===== config.mk =====
export PLATFORM = sky130hd
export DESIGN_NAME = spi_req_rr_arbiter_flat
export DESIGN_NICKNAME = d
export VERILOG_FILES = /design/src/rtl/spi_arb_pkg.sv /design/src/rtl/spi_req_rr_arbiter_if.sv /design/src/rtl/spi_arb_rr_pick.sv /design/src/rtl/spi_req_rr_arbiter.sv /design/src/flat_wrapper.sv
export SDC_FILE = /design/constraint.sdc
export NUM_CORES = 1
export LEC_CHECK = 0
export ABC_AREA = 1
export CAP_MARGIN = 20
export CORE_AREA = 2 2 239 241
export CTS_CLUSTER_DIAMETER = 120
export CTS_CLUSTER_SIZE = 12
export DETAILED_ROUTE_END_ITERATION = 8
export DIE_AREA = 0 0 241 243
export MAX_ROUTING_LAYER = met4
export PLACE_DENSITY = 0.48
export SLEW_MARGIN = 20
export SYNTH_ARGS = -nofsm -noshare
export SYNTH_HDL_FRONTEND = slang
export SYNTH_SLANG_ARGS = --single-unit
export TNS_END_PERCENT = 10

===== constraint.sdc =====
create_clock -name clock -period 2.8 [get_ports clock]
set_input_delay 0.42 -clock clock [delete_from_list [all_inputs] [get_ports clock]]
set_output_delay 0.42 -clock clock [all_outputs]
set_load 0.02 [all_outputs]

===== src/rtl/spi_arb_pkg.sv =====
// Shared types and helpers for the SPI request round-robin arbiter.
//   arb_state_e : arbiter FSM states
//   CMD_W       : width of a spi_master command code
//   rr_pick     : first set request bit at or above ptr, wrapping (up to 8 requesters)
package spi_arb_pkg;

  localparam int unsigned CMD_W     = 3;
  localparam int unsigned MAX_REQ   = 8;
  localparam int unsigned MAX_IDX_W = 3;

  typedef enum logic [1:0] {
    IDLE    = 2'd0,
    ISSUE   = 2'd1,
    RUN     = 2'd2,
    RELEASE = 2'd3
  } arb_state_e;

  // Rotate so that bit ptr lands at position 0, priority-encode, then rotate the
  // index back. Unused upper request bits must be zero, so wrapping at 8 is
  // equivalent to wrapping at the real requester count.
  function automatic logic [MAX_IDX_W-1:0] rr_pick(input logic [MAX_REQ-1:0]   req,
                                                   input logic [MAX_IDX_W-1:0] ptr);
    logic [2*MAX_REQ-1:0] dbl;
    logic [MAX_REQ-1:0]   rot;
    logic [MAX_IDX_W-1:0] idx;
    dbl = {req, req} >> ptr;
    rot = dbl[MAX_REQ-1:0];
    idx = '0;
    for (int k = MAX_REQ - 1; k >= 0; k--) begin
      if (rot[k]) idx = MAX_IDX_W'(k) + ptr;
    end
    return idx;
  endfunction

endpackage


===== src/rtl/spi_req_rr_arbiter_if.sv =====
// Bundle of the requester-side and spi_master-side signals of the arbiter.
//   s_* : per-requester command/stream signals (slot i at [i*W +: W])
//   m_* : single spi_master request/stream port
// Modports: master = arbiter view (it owns the spi_master port),
//           slave  = surrounding engines + spi_master view.
interface spi_req_rr_arbiter_if
  import spi_arb_pkg::*;
#(
  parameter int unsigned NREQ  = 8,
  parameter int unsigned DSIZE = 8,
  parameter int unsigned LEN_W = 24
);

  logic [NREQ-1:0]       s_request;
  logic [NREQ*LEN_W-1:0] s_req_len;
  logic [NREQ*LEN_W-1:0] s_req_wr_len;
  logic [NREQ*CMD_W-1:0] s_req_cmd;
  logic [NREQ-1:0]       s_busy;
  logic [NREQ-1:0]       s_finish;
  logic [NREQ-1:0]       s_wr_vld;
  logic [NREQ*DSIZE-1:0] s_wr_data;
  logic [NREQ-1:0]       s_wr_ready;
  logic [NREQ-1:0]       s_wr_last;
  logic [NREQ-1:0]       s_rd_ready;
  logic [NREQ-1:0]       s_rd_vld;
  logic [DSIZE-1:0]      s_rd_data;

  logic                  m_request;
  logic [LEN_W-1:0]      m_req_len;
  logic [LEN_W-1:0]      m_req_wr_len;
  logic [CMD_W-1:0]      m_req_cmd;
  logic                  m_busy;
  logic                  m_finish;
  logic                  m_wr_vld;
  logic [DSIZE-1:0]      m_wr_data;
  logic                  m_wr_ready;
  logic                  m_wr_last;
  logic                  m_rd_ready;
  logic                  m_rd_vld;
  logic [DSIZE-1:0]      m_rd_data;

  modport master (
    input  s_request, s_req_len, s_req_wr_len, s_req_cmd, s_wr_vld, s_wr_data, s_rd_ready,
    input  m_busy, m_finish, m_wr_ready, m_wr_last, m_rd_vld, m_rd_data,
    output s_busy, s_finish, s_wr_ready, s_wr_last, s_rd_vld, s_rd_data,
    output m_request, m_req_len, m_req_wr_len, m_req_cmd, m_wr_vld, m_wr_data, m_rd_ready
  );

  modport slave (
    output s_request, s_req_len, s_req_wr_len, s_req_cmd, s_wr_vld, s_wr_data, s_rd_ready,
    output m_busy, m_finish, m_wr_ready, m_wr_last, m_rd_vld, m_rd_data,
    input  s_busy, s_finish, s_wr_ready, s_wr_last, s_rd_vld, s_rd_data,
    input  m_request, m_req_len, m_req_wr_len, m_req_cmd, m_wr_vld, m_wr_data, m_rd_ready
  );

endinterface


===== src/rtl/spi_arb_rr_pick.sv =====
// Combinational round-robin selector.
//   req     : request vector
//   ptr     : search start position
//   found_c : any request pending
//   idx_c   : first requesting slot at or above ptr, wrapping
module spi_arb_rr_pick
  import spi_arb_pkg::*;
#(
  parameter int unsigned NREQ  = 8,
  parameter int unsigned IDX_W = 3
) (
  input  logic [NREQ-1:0]  req,
  input  logic [IDX_W-1:0] ptr,
  output logic             found_c,
  output logic [IDX_W-1:0] idx_c
);

  logic [MAX_REQ-1:0]   req_ext;
  logic [MAX_IDX_W-1:0] ptr_ext;

  assign req_ext = MAX_REQ'(req);
  assign ptr_ext = MAX_IDX_W'(ptr);
  assign found_c = |req;
  assign idx_c   = IDX_W'(rr_pick(req_ext, ptr_ext));

endmodule


===== src/rtl/spi_req_rr_arbiter.sv =====
// Round-robin arbiter sharing one spi_master request/data port between NREQ
// command engines. Grants one requester at a time, latches its descriptor,
// steers the write/read streams to it and releases on the master's finish.
// Ports:
//   clock, rst_n, clk_en : clock, async active-low reset, advance enable
//   bus (master modport) : s_* requester side, m_* spi_master side
//   arb_err              : sticky watchdog error
// Optional feature: define SPI_ARB_WDOG_EN to enable the grant watchdog
// (TIMEOUT enabled cycles); otherwise arb_err is tied to 0.
module spi_req_rr_arbiter
  import spi_arb_pkg::*;
#(
  parameter int unsigned NREQ    = 8,
  parameter int unsigned DSIZE   = 8,
  parameter int unsigned LEN_W   = 24,
  parameter int unsigned TIMEOUT = 2**20
) (
  input  logic                  clock,
  input  logic                  rst_n,
  input  logic                  clk_en,
  spi_req_rr_arbiter_if.master  bus,
  output logic                  arb_err
);

  localparam int unsigned IDX_W = (NREQ > 1) ? $clog2(NREQ) : 1;

  arb_state_e       state;
  logic [IDX_W-1:0] rr_ptr;
  logic [IDX_W-1:0] owner_idx;
  logic [NREQ-1:0]  owner_oh;
  logic [LEN_W-1:0] lat_len;
  logic [LEN_W-1:0] lat_wr_len;
  logic [CMD_W-1:0] lat_cmd;
  logic             m_request_r;
  logic [NREQ-1:0]  s_busy_r;
  logic [NREQ-1:0]  s_finish_r;

  logic             pick_found;
  logic [IDX_W-1:0] pick_idx;
  logic [IDX_W-1:0] ptr_next;
  logic             data_en;
  logic             wdog_hit;
  logic             go_release;

  spi_arb_rr_pick #(
    .NREQ  (NREQ),
    .IDX_W (IDX_W)
  ) u_pick (
    .req     (bus.s_request),
    .ptr     (rr_ptr),
    .found_c (pick_found),
    .idx_c   (pick_idx)
  );

  assign owner_oh   = NREQ'(1) << owner_idx;
  assign ptr_next   = (owner_idx == IDX_W'(NREQ - 1)) ? '0 : owner_idx + IDX_W'(1);
  assign data_en    = (state == ISSUE) || (state == RUN);
  // Finish (even before busy) or a watchdog expiry both end the grant.
  assign go_release = data_en && (bus.m_finish || wdog_hit);

  // Arbitration FSM with registered grant, request and completion outputs.
  always_ff @(posedge clock or negedge rst_n) begin
    if (!rst_n) begin
      state       <= IDLE;
      rr_ptr      <= '0;
      owner_idx   <= '0;
      lat_len     <= '0;
      lat_wr_len  <= '0;
      lat_cmd     <= '0;
      m_request_r <= 1'b0;
      s_busy_r    <= '0;
      s_finish_r  <= '0;
    end else if (clk_en) begin
      if (go_release) begin
        state       <= RELEASE;
        m_request_r <= 1'b0;
        s_busy_r    <= '0;
        s_finish_r  <= owner_oh;
      end else begin
        case (state)
          IDLE: begin
            if (pick_found) begin
              owner_idx   <= pick_idx;
              lat_len     <= bus.s_req_len[pick_idx*LEN_W +: LEN_W];
              lat_wr_len  <= bus.s_req_wr_len[pick_idx*LEN_W +: LEN_W];
              lat_cmd     <= bus.s_req_cmd[pick_idx*CMD_W +: CMD_W];
              s_busy_r    <= NREQ'(1) << pick_idx;
              m_request_r <= 1'b1;
              state       <= ISSUE;
            end
          end
          ISSUE: begin
            if (bus.m_busy) begin
              m_request_r <= 1'b0;
              state       <= RUN;
            end
          end
          RUN: begin
          end
          RELEASE: begin
            s_finish_r <= '0;
            rr_ptr     <= ptr_next;
            state      <= IDLE;
          end
          default: state <= IDLE;
        endcase
      end
    end
  end

  assign bus.m_request    = m_request_r;
  assign bus.m_req_len    = lat_len;
  assign bus.m_req_wr_len = lat_wr_len;
  assign bus.m_req_cmd    = lat_cmd;
  assign bus.s_busy       = s_busy_r;
  assign bus.s_finish     = s_finish_r;

  // Stream steering follows the registered owner; everything is quiet outside ISSUE/RUN.
  assign bus.m_wr_vld   = data_en & bus.s_wr_vld[owner_idx];
  assign bus.m_wr_data  = data_en ? bus.s_wr_data[owner_idx*DSIZE +: DSIZE] : '0;
  assign bus.s_wr_ready = (data_en & bus.m_wr_ready) ? owner_oh : '0;
  assign bus.s_wr_last  = (data_en & bus.m_wr_last)  ? owner_oh : '0;
  assign bus.m_rd_ready = data_en & bus.s_rd_ready[owner_idx];
  assign bus.s_rd_vld   = (data_en & bus.m_rd_vld)   ? owner_oh : '0;
  assign bus.s_rd_data  = data_en ? bus.m_rd_data : '0;

`ifdef SPI_ARB_WDOG_EN
  localparam int unsigned WD_W = $clog2(TIMEOUT + 1);

  logic [WD_W-1:0] wdog_cnt;
  logic            arb_err_r;

  assign wdog_hit = data_en && (wdog_cnt == WD_W'(TIMEOUT - 1));

  // Watchdog: restarts on every grant, counts enabled ISSUE/RUN cycles.
  always_ff @(posedge clock or negedge rst_n) begin
    if (!rst_n) begin
      wdog_cnt  <= '0;
      arb_err_r <= 1'b0;
    end else if (clk_en) begin
      if ((state == IDLE) && pick_found) begin
        wdog_cnt <= '0;
      end else if (wdog_hit) begin
        wdog_cnt  <= '0;
        arb_err_r <= 1'b1;
      end else if (data_en) begin
        wdog_cnt <= wdog_cnt + WD_W'(1);
      end
    end
  end

  assign arb_err = arb_err_r;
`else
  logic [31:0] unused_timeout;

  assign unused_timeout = 32'(TIMEOUT);
  assign wdog_hit       = 1'b0;
  assign arb_err        = 1'b0;
`endif

endmodule


===== src/flat_wrapper.sv =====
// flat-port wrapper written by rule: the top's interface ports become plain ports
module spi_req_rr_arbiter_flat import spi_arb_pkg::*;
#(
  parameter int unsigned NREQ    = 8,
  parameter int unsigned DSIZE   = 8,
  parameter int unsigned LEN_W   = 24,
  parameter int unsigned TIMEOUT = 2**20
)
  (clock, rst_n, clk_en, arb_err, bus_s_request, bus_s_req_len, bus_s_req_wr_len, bus_s_req_cmd, bus_s_wr_vld, bus_s_wr_data, bus_s_rd_ready, bus_m_busy, bus_m_finish, bus_m_wr_ready, bus_m_wr_last, bus_m_rd_vld, bus_m_rd_data, bus_s_busy, bus_s_finish, bus_s_wr_ready, bus_s_wr_last, bus_s_rd_vld, bus_s_rd_data, bus_m_request, bus_m_req_len, bus_m_req_wr_len, bus_m_req_cmd, bus_m_wr_vld, bus_m_wr_data, bus_m_rd_ready);
  spi_req_rr_arbiter_if #(.NREQ(NREQ), .DSIZE(DSIZE), .LEN_W(LEN_W)) bus_i ();
  input  logic clock;
  input  logic rst_n;
  input  logic clk_en;
  output logic arb_err;
  input wire logic [$bits(bus_i.s_request)-1:0] bus_s_request;
  input wire logic [$bits(bus_i.s_req_len)-1:0] bus_s_req_len;
  input wire logic [$bits(bus_i.s_req_wr_len)-1:0] bus_s_req_wr_len;
  input wire logic [$bits(bus_i.s_req_cmd)-1:0] bus_s_req_cmd;
  input wire logic [$bits(bus_i.s_wr_vld)-1:0] bus_s_wr_vld;
  input wire logic [$bits(bus_i.s_wr_data)-1:0] bus_s_wr_data;
  input wire logic [$bits(bus_i.s_rd_ready)-1:0] bus_s_rd_ready;
  input wire logic [$bits(bus_i.m_busy)-1:0] bus_m_busy;
  input wire logic [$bits(bus_i.m_finish)-1:0] bus_m_finish;
  input wire logic [$bits(bus_i.m_wr_ready)-1:0] bus_m_wr_ready;
  input wire logic [$bits(bus_i.m_wr_last)-1:0] bus_m_wr_last;
  input wire logic [$bits(bus_i.m_rd_vld)-1:0] bus_m_rd_vld;
  input wire logic [$bits(bus_i.m_rd_data)-1:0] bus_m_rd_data;
  output wire logic [$bits(bus_i.s_busy)-1:0] bus_s_busy;
  output wire logic [$bits(bus_i.s_finish)-1:0] bus_s_finish;
  output wire logic [$bits(bus_i.s_wr_ready)-1:0] bus_s_wr_ready;
  output wire logic [$bits(bus_i.s_wr_last)-1:0] bus_s_wr_last;
  output wire logic [$bits(bus_i.s_rd_vld)-1:0] bus_s_rd_vld;
  output wire logic [$bits(bus_i.s_rd_data)-1:0] bus_s_rd_data;
  output wire logic [$bits(bus_i.m_request)-1:0] bus_m_request;
  output wire logic [$bits(bus_i.m_req_len)-1:0] bus_m_req_len;
  output wire logic [$bits(bus_i.m_req_wr_len)-1:0] bus_m_req_wr_len;
  output wire logic [$bits(bus_i.m_req_cmd)-1:0] bus_m_req_cmd;
  output wire logic [$bits(bus_i.m_wr_vld)-1:0] bus_m_wr_vld;
  output wire logic [$bits(bus_i.m_wr_data)-1:0] bus_m_wr_data;
  output wire logic [$bits(bus_i.m_rd_ready)-1:0] bus_m_rd_ready;
  assign bus_i.s_request = bus_s_request;
  assign bus_i.s_req_len = bus_s_req_len;
  assign bus_i.s_req_wr_len = bus_s_req_wr_len;
  assign bus_i.s_req_cmd = bus_s_req_cmd;
  assign bus_i.s_wr_vld = bus_s_wr_vld;
  assign bus_i.s_wr_data = bus_s_wr_data;
  assign bus_i.s_rd_ready = bus_s_rd_ready;
  assign bus_i.m_busy = bus_m_busy;
  assign bus_i.m_finish = bus_m_finish;
  assign bus_i.m_wr_ready = bus_m_wr_ready;
  assign bus_i.m_wr_last = bus_m_wr_last;
  assign bus_i.m_rd_vld = bus_m_rd_vld;
  assign bus_i.m_rd_data = bus_m_rd_data;
  assign bus_s_busy = bus_i.s_busy;
  assign bus_s_finish = bus_i.s_finish;
  assign bus_s_wr_ready = bus_i.s_wr_ready;
  assign bus_s_wr_last = bus_i.s_wr_last;
  assign bus_s_rd_vld = bus_i.s_rd_vld;
  assign bus_s_rd_data = bus_i.s_rd_data;
  assign bus_m_request = bus_i.m_request;
  assign bus_m_req_len = bus_i.m_req_len;
  assign bus_m_req_wr_len = bus_i.m_req_wr_len;
  assign bus_m_req_cmd = bus_i.m_req_cmd;
  assign bus_m_wr_vld = bus_i.m_wr_vld;
  assign bus_m_wr_data = bus_i.m_wr_data;
  assign bus_m_rd_ready = bus_i.m_rd_ready;
  spi_req_rr_arbiter #(.NREQ(NREQ), .DSIZE(DSIZE), .LEN_W(LEN_W), .TIMEOUT(TIMEOUT)) u_core (.clock(clock), .rst_n(rst_n), .clk_en(clk_en), .bus(bus_i), .arb_err(arb_err));
endmodule

# Word level (Yosys, flattened, before mapping)
# Cells that the tools add are included.
# op_classes
add_sub_neg	8
multipliers	2
order_cmp	1
n_eq_ne	6
shift	7
n_mux	31
bitwise	6
reduce_logical	15
# ops
operator	n
$shiftx A192 B9 Y24	2
$mux W8	10
$shiftx A64 B7 Y8	1
$mux W3	9
$shiftx A24 B6 Y3	1
$shl A1 B3 Y8 const A	2
$shr A16 B3 Y8	1
$add A3 B3 Y3 const A	4
$reduce_and A4 Y1	3
$mul A3 B2 Y5 const B	2
$reduce_or A8 Y1	1
$add A2 B3 Y3 const A	2
$bmux W1 S3	2
$mux W2	3
$pmux W2 S3	1
$reduce_and A3 Y1	2
$reduce_bool A2 Y1	3
$and A1 B1 Y1	5
$mux W1	5
$eq A2 B2 Y1 const B	2
$lt A3 B4 Y1 const B	1
$reduce_bool A4 Y1	1
$add A1 B3 Y3 const A	1
$add A3 B1 Y3 const B	1
11 further kinds	11
# word_totals
regBits	76
in_bits	512
out_inout_bits	111
wordCells	85

# Longest topological paths before layout
# depth
ltp_word	13
ltp_mapped	22
depth_no_buf	20

# Cells and area by module
# From an unflattened synthesis, not the netlist that was laid out.
# hier_totals
cells_unflattened	1834
hier_area_um2	9178.8
# modules_own_cells
module	n_inst	cells_per_inst	area_each_um2	seq_area_each_um2
spi_req_rr_arbiter	1	1710	8473.1	1901.8
spi_arb_rr_pick	1	124	705.7	0.0

# Worst setup path after synthesis
# OpenSTA, ideal clock, no wires.
# synth_path
path_type	register to register
startpoint	register u_core.rr_ptr[0]
endpoint	register u_core.lat_wr_len[15], in the netlist u_core.bus.m_req_wr_len[15]
setup_time_ns	0.069
arrival_time_ns	2.019
t_required_ns	2.731
setup_slack_ns	0.713
path_stages_with_launch	19
path_buffers	3
period_less_slack_ns	2.087
cell_sequence	dfrtp_1 buf_4 nand2_1 nand3_1 nand3_1 nand2_1 nor2_1 nand3_1 nand3_1 nand2_1 nand2_1 nand2_1 a21oi_2 buf_4 buf_2 nand2_1 nand2_1 nand2_1 nand3_1
# synth_via
elab_chain_len	11
elab_cells_between_ends	18
cone_classes	add/sub (7); mul (1); shift (2); mux (8)
# synth_rtl
element	line	rtl
start, declared	spi_req_rr_arbiter.sv:28	logic [IDX_W-1:0] rr_ptr;
start signal, assigned	spi_req_rr_arbiter.sv:102	rr_ptr <= ptr_next;
$add A3 B3 Y3 or $shr A16 B3 Y8 (tied branches)	spi_arb_pkg.sv:30, spi_arb_pkg.sv:26	
$mux W3 (7 in series)	spi_arb_pkg.sv:30	if (rot[k]) idx = MAX_IDX_W'(k) + ptr;
$mux W3 *	spi_arb_pkg.sv:30	
$mul A3 B2 Y5 *	spi_req_rr_arbiter.sv:85	lat_wr_len <= bus.s_req_wr_len[pick_idx*LEN_W +: LEN_W];
$shiftx A192 B9 Y24 *	spi_req_rr_arbiter.sv:85	
end signal, assigned	spi_req_rr_arbiter.sv:85	
end, declared	spi_req_rr_arbiter.sv:32	logic [LEN_W-1:0] lat_wr_len;
# Every way passes the cells marked *; elsewhere a longest branch is shown, timed or not.
# A chain may end at the register's enable or synchronous reset.

# Final worst setup path
# layout_path
startpoint	register u_core.state[0]
endpoint	output bus_s_wr_ready[1]
# layout_via
elab_chain_len	4
elab_cells_between_ends	5
cone_classes	eq/ne (2); mux (1); bitwise (1); reduce/logical (1)
# layout_rtl
element	line	rtl
start, declared	spi_req_rr_arbiter.sv:27	arb_state_e state;
start signal, assigned	spi_req_rr_arbiter.sv:64	state <= IDLE;
start signal, assigned	spi_req_rr_arbiter.sv:75	state <= RELEASE;
start signal, assigned	spi_req_rr_arbiter.sv:89	state <= ISSUE;
$eq A2 B1 Y1 or $eq A2 B2 Y1 (tied branches)	spi_req_rr_arbiter.sv:57	assign data_en = (state == ISSUE) || (state == RUN);
$logic_or A1 B1 Y1 *	spi_req_rr_arbiter.sv:57	
$and A1 B1 Y1 *	spi_req_rr_arbiter.sv:121	assign bus.s_wr_ready = (data_en & bus.m_wr_ready) ? owner_oh : '0;
$mux W8 *	spi_req_rr_arbiter.sv:121	
end, declared	flat_wrapper.sv:30	output wire logic [$bits(bus_i.s_wr_ready)-1:0] bus_s_wr_ready;
# Marks and branches as above.

==> summary.md <==
| Metric | Value |
|---|---|
| Peak Freq | between 0.3 and 0.4 GHz |
| Clock Skew | around 6.7 ps |
| Count of cell types in the netlist | 30 |
| Lkg Pwr | between 8 and 9 nW |
| Critical path start-end classification | register to primary output |
| Area share of the largest cell type after synthesis | around 40% |
| Pin count of the biggest net entering global routing | 57 |
| Post-synthesis xor/xnor area fraction | 0.293% |
| Number of inserted filler cells in the final layout | approximately 6.3k |
| Complex-gate fraction of the synthesized area | about 6.7% |
| Clk buf depth | 2 |
| Post-synthesis net count | about 2.3k |
| Number of optimization iterations in the first detailed-route pass | 6 |
| Core Rows | 87 |
| Status | complete, no violations |
| Number of instances in the placed design | roughly 3.1k |
| Die footprint | between 0.05 and 0.06 mm² |
| Setup violation total in the final timing report | 0 |
| Total non-filler cell area in the finished layout | approximately 0.017 mm² |
| Maximum fanout count along the critical path | 23 |
| Cell Count, Final, Fillers Out | ~3.1k |
| Fraction of registers with async set or reset after synthesis | between 90% and 100% |
| Power Total | roughly 26 mW |
| Dominant synthesized flop cell | sky130_fd_sc_hd__dfrtp_1 |
| Clock latency reported for the late side of the worst-skew pair | 360 ps |
| Part of the Yosys area used for sequential elements | between 20% and 30% |
| Clock slew seen by the registers of the worst setup and hold paths | about 70 ps |
| Met2 wire length | around 29,000 µm |
| Weighted congestion at the end of routability-driven global placement | ~0.92 |
| Combined global-route utilization of all metal layers | approximately a fifth |
| Total routed wire length on the met1 layer | about 23,000 µm |
| Area of the multi-input gates | about 0.0064 mm² |
| Initial Utilization | about 16% |
| Num Clock Sinks | 76 |
| Post-Synthesis Mean Instance Area | approximately 5.2 µm² |
| Endpoint required time on the critical path | 2380 ps |
| Nets | about 2.9k |
| Top layer reached by signal wires | met4 |
| Mapped cell area | 0.00898 mm² |
| Combined flip-flop and latch cell area | 0.00190 mm² |
| Main combinational cell family by area after synthesis | simple AND/OR/NAND/NOR gates |
| Final critical-path required period | 2700 ps |
| Combinational group share of total power | ~89% |
| Number of flops mapped to enable cells by yosys | 0 |
| Total I/O pin count | approximately 620 |
| Worst slew slack as a fraction of its limit | between 40% and 50% |
| Cell at the root of the clock tree | sky130_fd_sc_hd__clkbuf_16 |
| Hold buffers post-CTS | 0 |
| Post-synthesis cell count | approximately 1.7k |
| Hold/Removal Path Class | input pin to asynchronous set/reset pin |
| Number of vias per cell after detailed routing | between 4 and 5 |
| Remaining antenna violation count | 0 |
| Routed Wire Length | 57,100 µm |
| Part of the power in the clock network | 4.3% |
| Residual DRC count | 0 |
| Number of hold violations in the final report | 0 |
| Floorplan die width | 241 µm |
| Switching power | 14.3 mW |
| Dpl cell area | ~0.017 mm² |
| Placed wire-length estimate | 45,000 µm |
| Layout Area Growth over Synthesis | 92.4% |
| Via count of the first global-routing pass | ~13k |
| TritonCTS clock tree | done |
| Power per unit of standard cell area | 1490 mW/mm² |
| Total met3 wirelength after detailed routing | about 4300 µm |
| Number of synthesis warnings | 0 |
| Vias | 13.5k |
| Sw Share | 55.6% |
| Layout cells sized above 1 | 6.50% |
| Pins Over Slew Limit | 0 |
| Cell type contributing the most total cell area after synthesis | sky130_fd_sc_hd__nand2_1 |
| Number of antenna violations at the first check in global routing | 9 |
| Final clock period utilization by the worst path | 96.4% |
| Placeable core region | approximately 0.056 mm² |
| Number of buffers created by CTS | 9 |
| Number of levels the H-tree was split into | 3 |
| Cell Int Power | 11.4 mW |
| Max-cap violations | 0 |
| Actual slew at the worst max-slew pin | approximately 760 ps |
| Most common cell after layout, fill and taps aside | sky130_fd_sc_hd__nand2_1 |
| Wire length of the first global-routing pass | slightly above 80,000 µm |
| Total congestion overflow | 0 |
| Worst slack on hold paths | between 50 and 60 ps |
| CP startpoint kind | register |
| Top library cells by usage in the layout, fill and taps aside | sky130_fd_sc_hd__nand2_1, sky130_fd_sc_hd__clkdlybuf4s50_1, sky130_fd_sc_hd__nand3_1 |
| Kind of end point of the critical path | primary output |
| Flip-flop and latch count after synthesis | 76 |
| Number of DRC violations after detailed-routing iteration 0 | about 680 |
| Worst IR drop on VDD | ~1000 µV |
| IO buf count | between 600 and 700 |
| Vert. Die Dim | between 200 and 250 µm |
| Portion of netlist area occupied by mux cells | 0% |
| Fraction of the mapped netlist area in simple logic gates | between 60% and 70% |
| RSZ-0062 raised after global routing | true |
| Cell types with the largest area share after synthesis | sky130_fd_sc_hd__nand2_1, sky130_fd_sc_hd__dfrtp_1, sky130_fd_sc_hd__nand3_1, sky130_fd_sc_hd__buf_2, sky130_fd_sc_hd__nor2_1 |
| Relative contribution of sequential cells to total power | 7.1% |
| Total negative slack | 0 ps |
| Endpoint arrival time on the critical path | 2280 ps |
| Post-synthesis share of cell area spent on full adders, half adders and majority gates | roughly 1.7% |
| Mean routed wirelength per cell | around 18 µm |
[stage by stage]
stage | utilization, % | setup WS [ps]
floorplan | - | 713
global placement | 29.9 | -199
detailed placement | 29.9 | -178
CTS | 30.3 | 22.1
global route | 30.9 | -20.6
finish | 30.9 | 101
[synthesized netlist by cell type (2+ instances only)]
master	n
sky130_fd_sc_hd__buf_4	12
sky130_fd_sc_hd__inv_2	5
sky130_fd_sc_hd__clkbuf_1	35
sky130_fd_sc_hd__a21oi_1	10
sky130_fd_sc_hd__o21ai_0	65
sky130_fd_sc_hd__nor2_1	97
sky130_fd_sc_hd__o21ai_1	9
sky130_fd_sc_hd__ha_1	12
sky130_fd_sc_hd__nand2_1	956
sky130_fd_sc_hd__nand3_1	303
sky130_fd_sc_hd__buf_1	2
sky130_fd_sc_hd__xor2_1	2
sky130_fd_sc_hd__dfrtp_1	76
sky130_fd_sc_hd__nand2_2	4
sky130_fd_sc_hd__buf_2	75
sky130_fd_sc_hd__o22ai_1	10
sky130_fd_sc_hd__inv_1	32
sky130_fd_sc_hd__a31oi_1	11
sky130_fd_sc_hd__buf_6	3
[routing by layer]
layer | up-vias | global-route usage, %
li1 | 6747 | -
met4 | 0 | 3.49
met1 | 6164 | 21.6
met5 | - | -
met3 | 41 | 4.58
met2 | 510 | 33.2
[sequential cells by signal, summed over array words and instances (netlist names)]
signal,count
u_core.bus.m_request,1
u_core.bus.s_finish,8
u_core.bus.m_req_len,24
u_core.bus.s_busy,8
u_core.owner_idx,3
u_core.bus.m_req_wr_len,24
u_core.bus.m_req_cmd,3
u_core.state,2
u_core.rr_ptr,3
[cells by family (layout without fill, tap and decap cells)]
family	Yosys count	in the layout
AOI/OAI and AO/OA	111	111
xor gates and xnor gates	3	3
adders and majority gates	12	12
buffers and inverters	164	788
DFF	76	76
other	1	8
and+or+nand+nor	1363	1363
[final timing paths]
check | startpoint | endpoint | slack [ps] | cells past startpoint
setup / recovery | u_core.state[0] | bus_s_wr_ready[1] | 100 | 6
hold / removal | rst_n | u_core.bus.m_req_cmd[2] | 50 | 1
setup reg to reg | u_core.rr_ptr[0] | u_core.bus.m_req_wr_len[22] | 250 | 19
hold reg to reg | u_core.bus.m_req_len[23] | u_core.bus.m_req_len[23] | 490 | 2
max in group asynchronous | rst_n | u_core.bus.m_req_wr_len[19] | 2040 | 2
min in group clock | u_core.bus.m_req_len[23] | u_core.bus.m_req_len[23] | 490 | 2
[repair_timing]
item,4_1_cts,5_1_grt
cloned,0,5
resized for setup,4,31
pin swaps,0,2
setup buffers,0,8
endpoints found under the setup margin,10,70
[critical path, cell delays in order, from the launching register on]
cell                              delay (ps)
sky130_fd_sc_hd__dfrtp_1                 370
sky130_fd_sc_hd__inv_1                    80
sky130_fd_sc_hd__ha_1                    330
sky130_fd_sc_hd__buf_12                  180
sky130_fd_sc_hd__nand2_2                 170
sky130_fd_sc_hd__nor2_1                  160
sky130_fd_sc_hd__clkdlybuf4s50_1         630
[area by class of cell]
type                    count  area share, %
well taps                 756           5.47
clock buffers              12           1.37
flip-flops and latches     76           11.0
clock inverters             3         0.0869
repair buffers            736           44.2
multi-input cells        1490           37.0
inverters                  37          0.804
diodes                      7          0.101
[power groups by stage]
stage | sequential [mW] | combinational, mW | clock [mW]
6_report | 1.83 | 22.8 | 1.11
5_1_grt | 1.89 | 25.4 | 1.22
4_1_cts | 1.83 | 21.7 | 1.19
3_5_place_dp | 1.84 | 21.7 | 0
3_3_place_gp | 1.83 | 21.7 | 0
2_1_floorplan | 2.28 | 12.1 | 0
No activity file was read; power rests on OpenSTA's default activity.
